### config.mk
export PLATFORM = sky130hd
export DESIGN_NAME = lcd8080_bus_master
export DESIGN_NICKNAME = d
export VERILOG_FILES = /design/src/rtl/lcd8080_bus_master.sv
export SDC_FILE = /design/constraint.sdc
export NUM_CORES = 1
export LEC_CHECK = 0
export BUFFER_PORTS_ARGS = -buffer_cell sky130_fd_sc_hd__buf_2
export CAP_MARGIN = 20
export CORE_ASPECT_RATIO = 1.5
export CORE_MARGIN = 2
export CORE_UTILIZATION = 55
export CTS_CLUSTER_SIZE = 25
export DETAILED_ROUTE_END_ITERATION = 10
export PLACE_DENSITY = 0.79
export SYNTH_ARGS = -nofsm -noshare
export SYNTH_HDL_FRONTEND = slang
export SYNTH_SLANG_ARGS = --single-unit
### constraint.sdc
create_clock -name clk -period 3 [get_ports clk]
set_input_delay 0.6 -clock clk [delete_from_list [all_inputs] [get_ports clk]]
set_output_delay 0.6 -clock clk [all_outputs]
set_load 0.01 [all_outputs]
### src/rtl/lcd8080_bus_master.sv
// Intel-8080-style parallel LCD bus master: panel reset sequencing, timed write strobes, CS bursts.
// Define LCD8080_READ_EN to add the bus-read path (req_rd, lcd_data_in, rsp_valid, rsp_data).
//
// state     | meaning
// RST_LOW   | lcd_rst_n held low for RST_LOW_CYC cycles
// RST_WAIT  | panel settling after lcd_rst_n rises; init_done at exit
// IDLE      | req_ready high, waiting for a request; CS held low inside a burst
// SETUP     | RS/CS/data stable before the strobe falls
// STROBE    | lcd_wr_n low for WR_LOW_CYC cycles
// RD_STROBE | lcd_rd_n low for RD_LOW_CYC cycles (read build only)
// HOLD      | strobe high, bus held for WR_HIGH_CYC cycles
module lcd8080_bus_master #(
  parameter int DATA_W       = 16,
  parameter int SETUP_CYC    = 1,
  parameter int WR_LOW_CYC   = 2,
  parameter int WR_HIGH_CYC  = 2,
  parameter int RD_LOW_CYC   = 4,
  parameter int RST_LOW_CYC  = 500,
  parameter int RST_WAIT_CYC = 6000000
) (
  input  logic              clk,
  input  logic              rst,
  input  logic              req_valid,
  output logic              req_ready,
  input  logic              req_rs,
  input  logic [DATA_W-1:0] req_data,
  input  logic              req_last,
`ifdef LCD8080_READ_EN
  input  logic              req_rd,
  input  logic [DATA_W-1:0] lcd_data_in,
  output logic              rsp_valid,
  output logic [DATA_W-1:0] rsp_data,
`endif
  output logic              init_done,
  output logic              lcd_cs_n,
  output logic              lcd_rs,
  output logic              lcd_wr_n,
  output logic              lcd_rd_n,
  output logic              lcd_rst_n,
  output logic [DATA_W-1:0] lcd_data_out,
  output logic              lcd_data_oe
);

  localparam int MAX_A = (SETUP_CYC > WR_LOW_CYC) ? SETUP_CYC : WR_LOW_CYC;
  localparam int MAX_B = (WR_HIGH_CYC > RD_LOW_CYC) ? WR_HIGH_CYC : RD_LOW_CYC;
  localparam int MAX_C = (RST_LOW_CYC > RST_WAIT_CYC) ? RST_LOW_CYC : RST_WAIT_CYC;
  localparam int MAX_AB = (MAX_A > MAX_B) ? MAX_A : MAX_B;
  localparam int MAX_ALL = (MAX_AB > MAX_C) ? MAX_AB : MAX_C;
  localparam int CNT_W = $clog2(MAX_ALL) + 1;

  typedef enum logic [2:0] {
    RST_LOW,
    RST_WAIT,
    IDLE,
    SETUP,
    STROBE,
    HOLD
`ifdef LCD8080_READ_EN
    , RD_STROBE
`endif
  } state_t;

  state_t           state;
  logic [CNT_W-1:0] cnt;
  logic             last_q;
  logic             cnt_zero;

  function automatic logic [CNT_W-1:0] load(input int n);
    return CNT_W'(n - 1);
  endfunction

  assign cnt_zero = (cnt == '0);

`ifdef LCD8080_READ_EN
  logic rd_q;
`else
  assign lcd_rd_n = 1'b1;
`endif

  always_ff @(posedge clk) begin
    if (rst) begin
      // Reset counts as entry into RST_LOW, so the low phase is timed from release.
      state        <= RST_LOW;
      cnt          <= load(RST_LOW_CYC);
      last_q       <= 1'b0;
      req_ready    <= 1'b0;
      init_done    <= 1'b0;
      lcd_cs_n     <= 1'b1;
      lcd_rs       <= 1'b0;
      lcd_wr_n     <= 1'b1;
      lcd_rst_n    <= 1'b0;
      lcd_data_out <= '0;
      lcd_data_oe  <= 1'b0;
`ifdef LCD8080_READ_EN
      rd_q         <= 1'b0;
      lcd_rd_n     <= 1'b1;
      rsp_valid    <= 1'b0;
      rsp_data     <= '0;
`endif
    end else begin
`ifdef LCD8080_READ_EN
      rsp_valid <= 1'b0;
`endif
      case (state)
        RST_LOW: begin
          if (cnt_zero) begin
            lcd_rst_n <= 1'b1;
            cnt       <= load(RST_WAIT_CYC);
            state     <= RST_WAIT;
          end else begin
            cnt <= cnt - 1'b1;
          end
        end
        RST_WAIT: begin
          if (cnt_zero) begin
            init_done <= 1'b1;
            req_ready <= 1'b1;
            state     <= IDLE;
          end else begin
            cnt <= cnt - 1'b1;
          end
        end
        IDLE: begin
          if (req_valid && req_ready) begin
            req_ready    <= 1'b0;
            lcd_cs_n     <= 1'b0;
            lcd_rs       <= req_rs;
            lcd_data_out <= req_data;
            last_q       <= req_last;
`ifdef LCD8080_READ_EN
            rd_q         <= req_rd;
            lcd_data_oe  <= ~req_rd;
`else
            lcd_data_oe  <= 1'b1;
`endif
            cnt          <= load(SETUP_CYC);
            state        <= SETUP;
          end
        end
        SETUP: begin
          if (cnt_zero) begin
`ifdef LCD8080_READ_EN
            if (rd_q) begin
              lcd_rd_n <= 1'b0;
              cnt      <= load(RD_LOW_CYC);
              state    <= RD_STROBE;
            end else begin
              lcd_wr_n <= 1'b0;
              cnt      <= load(WR_LOW_CYC);
              state    <= STROBE;
            end
`else
            lcd_wr_n <= 1'b0;
            cnt      <= load(WR_LOW_CYC);
            state    <= STROBE;
`endif
          end else begin
            cnt <= cnt - 1'b1;
          end
        end
        STROBE: begin
          if (cnt_zero) begin
            lcd_wr_n <= 1'b1;
            cnt      <= load(WR_HIGH_CYC);
            state    <= HOLD;
          end else begin
            cnt <= cnt - 1'b1;
          end
        end
`ifdef LCD8080_READ_EN
        RD_STROBE: begin
          if (cnt_zero) begin
            lcd_rd_n  <= 1'b1;
            rsp_data  <= lcd_data_in;
            rsp_valid <= 1'b1;
            cnt       <= load(WR_HIGH_CYC);
            state     <= HOLD;
          end else begin
            cnt <= cnt - 1'b1;
          end
        end
`endif
        HOLD: begin
          if (cnt_zero) begin
            req_ready <= 1'b1;
            if (last_q) begin
              lcd_cs_n    <= 1'b1;
              lcd_data_oe <= 1'b0;
            end
            state <= IDLE;
          end else begin
            cnt <= cnt - 1'b1;
          end
        end
        default: state <= RST_LOW;
      endcase
    end
  end

endmodule

Word level (Yosys, flattened, before mapping):

Cells that the tools add are included.

* register bits: 51
* input port bits: 21
* output and inout bits: 24
* word-level logic and storage cells: 65

* add/subtract/negate cells: 1
* equal/unequal tests: 13
* multiplexer cells: 23
* reduce and logical (&&, ||, !) cells: 17

Operator list (number)
* $mux 24: 4
* $pmux 24 s4: 1
* $logic_not 24->1: 1
* $sub 24x1->24 const B: 1
* $mux 3: 5
* $pmux 3 s5: 1
* $ne 2x2->1 const B: 7
* $reduce_and 3->1: 3
* $mux 1: 8
* $pmux 1 s2: 4
* $eq 3x2->1 const B: 2
* $eq 3x3->1 const B: 2
* $reduce_and 2->1: 3
* $reduce_bool 2->1: 3
* $reduce_and 5->1: 1
* $reduce_and 4->1: 1
* $reduce_bool 4->1: 1
* $reduce_or 2->1: 2
* $eq 3x1->1 const B: 1
* $logic_not 3->1: 1
* $ne 2x1->1 const B: 1
* $logic_and 1x1->1: 1

Longest topological paths before layout:

Gate-level depths: netlist of the first run.

* depth after elaboration: 4
* depth in mapped cells: 9

Worst setup path after synthesis of the first run:

Ideal clock, no wire load.

* path type: register to register
* start point: reg cnt[0]
* end point: reg cnt[5]
* library setup time: 120 ps
* arrival time: 1885 ps
* setup slack: 996 ps
* cell stages (with the launch flop): 9
* clock period less this slack: 2004 ps
* cells stage by stage: dfxtp_1 > inv_1 > ha_1 > nor4b_2 > nand3_2 > nor4b_4 > a22oi_2 > a21o_1 > a211o_1

* longest elaborated chain between the ends: 3
* elaborated cells on any way between the ends: 8
* classes of those cells: add/sub: 1; eq/ne: 1; mux: 4; reduce/logical: 2

RTL lines
* start, declared: line 64 `logic [CNT_W-1:0] cnt;`
* start signal, assigned: line 84 `cnt <= load(RST_LOW_CYC);`
* start signal, assigned: line 108 `cnt <= load(RST_WAIT_CYC);`
* start signal, assigned: line 111 `cnt <= cnt - 1'b1;`
* $sub 24x1->24 / $logic_not 24->1 (equally long branches)
* $mux 24, or another cell as far along: line 115, 184
* $pmux 24 s4 / $reduce_and 3->1 (equally long branches)

Several ways; a longest one is shown, not always the timed one. The select of a mux whose other input is x is not followed.
A chain may end at the register's enable or synchronous reset.

Worst setup path after layout of the first run:

Ends and elaborated chain as after synthesis.

==> results by group, run 1 <==
Critical path
  – FF-to-FF path depth: 8
  – Crit path DAT: 2560 ps
  – Worst Setup End Kind: register
  – CP max FO: 5
  – Reg2Reg Setup Slack: 640 ps
  – Crit path kind: reg2reg
  – Reg-to-reg startpoint: cnt[0]$_SDFFE_PP1P_
  – Reg2reg end: cnt[5]$_SDFFE_PP1P_
  – CP Launch Type: register
  – Crit path required time: 3200 ps

Hold path
  – Hold WC Path Type: reg2reg
  – Hold Startpoint: lcd_data_out[10]$_SDFFE_PP0P_
  – Hold path cells: 2
  – Worst Hold Path EP: lcd_data_out[10]$_SDFFE_PP0P_

Pwr
  – Net Switching: 0.266 mW
  – Peak VDD IR: 279 uV
  – Sw Ratio: 0.219
  – Clock power share: 0.386
  – Gate power share: 0.047
  – Pint: 0.950 mW
  – Leak Pwr: 1.16 nW
  – Sequential power share: 0.567
  – PwrDens: 418 mW/mm^2

CTS
  – # resized after CTS: 0
  – CTS Root Cell: clkbuf_8
  – CTS tree: built
  – CTS max path bufs: 2
  – Clk slew on worst S/H paths: 90 ps
  – H-tree depth: 2
  – Worst-Skew Late Latency: 300 ps
  – Clock sinks: 51
  – Hold buffers post-CTS: 0
  – CTS Buf Count: 5
  – Setup bufs post-CTS: 0

Logic synthesis
  – Distinct cells, synth: 52
  – Net Count, Synth: 344
  – Post-Syn Area: 0.00255 sq mm
  – Ys async rst share: 0
  – Synth Instances: 321
  – Seq/Total Area, Yosys: 0.401
  – Most common flop cell mapped by yosys: dfxtp_1
  – Post-synth EDFFs: 0
  – Synth Warn #: 0
  – Post-synthesis average cell area: 7.93 sq um
  – Synth Register Bits: 51

Floorplanning
  – Chip height: 87.3 um
  – Core Footprint: 0.00450 sq mm
  – Starting Density: 0.565
  – DIE AREA: 0.00520 sq mm
  – I/O pins: 45
  – Row count: 30
  – Die Width: 59.6 um

Global route
  – Met1 Use GR: 0.312
  – Met3 usage: 0.0550
  – Antenna violations before repair: 0
  – First-pass GRT wire length: 11200 um
  – Layer with the highest usage: met2
  – Gr ovfl total: 0
  – Largest net degree at the start of global routing: 30
  – Total global-route track usage: 0.278
  – GR Layer Usage met2: 0.484
  – Vias in the first global route: 2462

Layout
  – Ant diodes: 0
  – Layout Utilization: 0.645
  – Share of layout cells above drive strength 1: 0.199
  – Filler cells: 405
  – Finished Layout Cells: 410
  – Register area: 0.00102 sq mm
  – Area of the multi-input gates: 0.00143 sq mm
  – Area Growth Syn to Fin: 14.2%
  – Nets: 385

STA
  – Relative slew slack: 0.590
  – Final setup fails: 0
  – Setup Skew: 2.70 ps
  – Hold Vio Cnt, Final: 0
  – Fmax: 0.423 GHz
  – Setup tns final: 0 ps
  – Slew Limit Fails: 0
  – Worst-margin pin slew: 614 ps
  – Crit path time final: 2360 ps
  – Unrepaired setup endpoints after global routing: false
  – Crit share post-route: 0.788

Routing
  – Routed vias: 2470
  – Drt total wl: 6580 um
  – Via density: 6.02
  – Iteration-0 DRC Markers: 120
  – Final antenna-violating net count: 0
  – Drc violations: 0
  – Wirelength per Cell: 16.0 um
  – Pre-antenna DRT Iters: 4

Place
  – DP Wirelength: 4940 um
  – Placed insts: 403
  – Port-buffer cells: 43
  – Routability cong.: 0.927

Status
  – Status: complete, no violations

Flow run
  – Max-Cap Viols: 0
cells in the final DEF, fill, tap and decap left out, types with 4 or more instances in the layout:
cell,Yosys,final
a21oi_1,41,41
or4_1,4,4
a21o_1,4,4
xor2_1,4,4
nor2_1,37,37
o21ai_0,14,14
buf_2,2,43
inv_1,6,6
nand2_1,62,62
dfxtp_1,51,51
o31ai_1,5,5
nand3_1,6,6
o2bb2ai_1,7,7
clkbuf_8,0,5
nor3_1,5,5
nand4_1,6,6
buf_4,2,6
power groups by stage:
stage | combinational (mW) | clock (mW) | sequential [mW]
2_1_floorplan | 0.0346 | 0 | 0.703
3_3_place_gp | 0.0566 | 0 | 0.704
3_5_place_dp | 0.0566 | 0 | 0.704
4_1_cts | 0.0569 | 0.474 | 0.689
5_1_grt | 0.0635 | 0.498 | 0.689
6_report | 0.0571 | 0.470 | 0.689
cells by family after synthesis:
family          count (synthesis)  synth area share
simple gates                  146             0.298
compound gates                 94             0.236
flops                          51             0.401
buf+inv                        22            0.0364
xor+xnor                        5            0.0172
fa+ha+maj                       2           0.00983
other cells                     1           0.00147
routing by layer:
metal | up-vias | share of wire
met3 | 26 | 0.039
met2 | 73 | 0.51
met5 | - | 0
met1 | 1143 | 0.41
met4 | 0 | 0.046
li1 | 1228 | -
Yosys cell counts, drive strengths merged, types with 4 or more instances:
| library cell | n | area [sq um] |
|---|---|---|
| nor4 | 6 | 88.8 |
| inv | 6 | 22.5 |
| buf | 4 | 25.0 |
| clkbuf | 11 | 41.3 |
| o2bb2ai | 7 | 61.3 |
| dfxtp | 51 | 1020 |
| nand2 | 62 | 233 |
| nand4 | 6 | 37.5 |
| a21o | 4 | 30.0 |
| a21oi | 41 | 205 |
| o21ai | 17 | 96.4 |
| or4 | 4 | 30.0 |
| o31ai | 5 | 37.5 |
| nand3 | 8 | 50.1 |
| xor2 | 4 | 35.0 |
| nor3 | 6 | 35.0 |
| nor2 | 37 | 139 |
final cells by class:
cell class,instances,share of cell area
clock buffers,5,0.0237
well taps,48,0.0207
flip-flops and latches,51,0.351
multi-input cells,248,0.493
inverters,7,0.00904
clock inverters,2,0.0129
repair buffers,49,0.0895
through the flow:
step | power [mW] | instance area [sq um] | hold slack [ps] | worst slack (ps)
final | 1.22 | 2910 | 456 | 635
after global routing | 1.25 | 2910 | 486 | 469
after CTS | 1.22 | 2910 | 456 | 674
after detailed placement | 0.761 | 2800 | 443 | 688
after global placement | 0.761 | 2800 | 439 | 723
after floorplan | 0.738 | 2550 | 437 | 996
how the worst max path moves through the flow:
stage / start / endpoint / slack, ps / cells past startpoint
global placement: cnt[0]$_SDFFE_PP1P_ / cnt[5]$_SDFFE_PP1P_ / 720 / 8
detailed placement: req_valid / cnt[23]$_SDFFE_PP0P_ / 690 / 7
floorplan: cnt[0]$_SDFFE_PP1P_ / cnt[5]$_SDFFE_PP1P_ / 1000 / 8
CTS: cnt[0]$_SDFFE_PP1P_ / cnt[11]$_SDFFE_PP0P_ / 670 / 8
finish: cnt[0]$_SDFFE_PP1P_ / cnt[5]$_SDFFE_PP1P_ / 640 / 8
global route: state[1]$_SDFFE_PP0P_ / cnt[23]$_SDFFE_PP0P_ / 470 / 6
worst max-delay path, cell delays in order (launching register included):
cell and delay [ps]:
dfxtp_1 340, inv_1 130, ha_1 160, nor4b_2 320, nand3_2 180, nor4b_4 480
a22oi_2 150, a21o_1 220, a211o_1 280
state kept, by name, summed over array words and instances, names as in the netlist:
signal,flops
cnt,24
lcd_data_out,16
state,3
init_done,1
last_q,1
lcd_cs_n,1
lcd_data_oe,1
lcd_rs,1
lcd_rst_n,1
lcd_wr_n,1
req_ready,1
Power figures use the tool's default switching activity.
==> run 2, diff against run 1 <==
==> constraint.sdc (replaced) <==
create_clock -name clk -period 2.2 [get_ports clk]
set_input_delay 0.44 -clock clk [delete_from_list [all_inputs] [get_ports clk]]
set_output_delay 0.44 -clock clk [all_outputs]
set_load 0.01 [all_outputs]
==> run 2 against run 1 <==
Net effect:
- combinational power grew 61%
- flip-flop and latch count stayed put
- hold slack worse by 100 ps
- sequential share of layout area down 2.0 points
- final area up 6.0%
- non-clock buffer count grew 22
- clock-buffer cell count up 1
- register-to-register slack got worse by 530 ps
- critical endpoint is now cnt[9]$_SDFFE_PP0P_
- via count up 5.0%
- clock skew rose by 9.9 ps
- worst setup slack lost 530 ps
- critical path depth stayed put
==> results by group, run 2 (same netlist as run 1, synthesis figures left out) <==
Pwr
  – Peak VDD IR: 433 uV
  – Sw Ratio: 0.245
  – Gate power share: 0.058
  – Leak Pwr: 1.26 nW
  – Net Switching: 0.390 mW
  – PwrDens: 516 mW/mm^2
  – Sequential power share: 0.590
  – Pint: 1.20 mW
  – Clock power share: 0.352

CTS
  – CTS Root Cell: clkbuf_8
  – CTS max path bufs: 2
  – CTS tree: built
  – CTS Buf Count: 5
  – H-tree depth: 2
  – Clk slew on worst S/H paths: 100 ps
  – Clock sinks: 51
  – Worst-Skew Late Latency: 320 ps

STA
  – Slew Limit Fails: 0
  – Setup Skew: 12.6 ps
  – Crit share post-route: 0.951
  – Final setup fails: 0
  – Fmax: 0.478 GHz
  – Crit path time final: 2090 ps
  – Worst setup slack after layout: 107 ps
  – Hold Vio Cnt, Final: 0

Global route
  – Total global-route track usage: 0.282
  – Antenna violations before repair: 0
  – Vias in the first global route: 2495
  – Gr ovfl total: 0
  – Largest net degree at the start of global routing: 25
  – First-pass GRT wire length: 11200 um

Critical path
  – Crit path kind: reg2reg
  – Crit path DAT: 2290 ps
  – FF-to-FF path depth: 8
  – CP max FO: 5
  – Crit path required time: 2400 ps
  – Worst Setup End Kind: register
  – CP Launch Type: register

Layout
  – Area Growth Syn to Fin: 21.0%
  – Ant diodes: 0
  – Commonest non-fill, non-tap cells in the layout: nand2_1, dfxtp_1, buf_2, a21oi_1, nor2_1
  – Commonest non-fill, non-tap cell in the layout: nand2_1
  – Filler cells: 402
  – Nets: 407
  – Top flop regs: cnt x24, lcd_data_out x16, state x3
  – Share of layout cells above drive strength 1: 0.249
  – Reg with most FFs: cnt
  – Max reg flops: 24
  – Finished Layout Cells: 433

Floorplanning
  – Die Width: 59.6 um
  – Core Footprint: 0.00450 sq mm
  – Row count: 30
  – I/O pins: 45
  – Starting Density: 0.565
  – Chip height: 87.3 um
  – DIE AREA: 0.00520 sq mm

Place
  – Port-buffer cells: 43
  – Setup WS pre-CTS: 46.2 ps
  – Routability cong.: 0.980
  – Placed insts: 422
  – DP Wirelength: 5240 um

Routing
  – Iteration-0 DRC Markers: 118
  – Routed vias: 2594
  – Wirelength per Cell: 15.8 um
  – Drc violations: 0
  – Pre-antenna DRT Iters: 5
  – Via density: 5.99
  – Drt total wl: 6850 um
  – Final antenna-violating net count: 0

Hold path
  – Hold path cells: 3
  – Hold WC Path Type: in2reg

Flow run
  – Max-Cap Viols: 0

Status
  – Status: complete, no violations
-- run 2: routing by layer --
layer,GRT usage,share of wire,up-vias
met2,0.501,0.52,104
li1,-,-,1271
met3,0.0520,0.047,33
met1,0.279,0.37,1186
met5,0,0,-
met4,0.210,0.062,0
-- run 2: power by group through the flow --
stage | clock, mW | sequential, mW | combinational [mW]
after floorplan | 0 | 0.959 | 0.0471
after global placement | 0 | 0.960 | 0.0833
after detailed placement | 0 | 0.960 | 0.0849
after CTS | 0.565 | 0.939 | 0.0862
after global routing | 0.601 | 0.940 | 0.101
final | 0.560 | 0.939 | 0.0922
-- run 2: area by class of cell --
class                           count  area [sq um]  share of cell area
Clock buffer                        6          72.6              0.0235
Tap cell                           48          60.1              0.0195
Clock inverter                      2          16.3             0.00528
Multi-Input combinational cell    248          1450               0.470
Sequential cell                    51          1020               0.331
Timing Repair Buffer               71           438               0.142
Inverter                            7          26.3             0.00853
-- run 2: final timing paths --
check                                from  slack [ps]                            to
max reg2reg           cnt[0]$_SDFFE_PP1P_         110           cnt[9]$_SDFFE_PP0P_
max                   cnt[0]$_SDFFE_PP1P_         110           cnt[9]$_SDFFE_PP0P_
min reg2reg  lcd_data_out[9]$_SDFFE_PP0P_         460  lcd_data_out[9]$_SDFFE_PP0P_
min                              req_last         350           last_q$_SDFFE_PP0P_
-- run 2: what timing repair did --
action	in CTS	in global routing
endpoints found under the setup margin	0	25
hold buffers	0	0
gates resized for setup	0	5
setup buffers	0	3
-- run 2: through the flow --
step,utilization,TNS (ps),total power [mW],area [sq um],hold slack (ps)
finish,0.684,0,1.59,3080,353
global route,0.684,-15.6,1.64,3080,349
CTS,0.673,0,1.59,3030,350
detailed placement,0.653,0,1.05,2940,446
global placement,0.653,0,1.04,2940,439
floorplan,-,0,1.01,2550,437
-- run 2: critical path, cell delays in order, from the launching register on --
cell	delay, ps
dfxtp_1	370
inv_1	110
ha_1	210
nor4b_4	140
and3_4	210
and4_2	260
or4_1	490
xor2_1	140
nor2_1	50
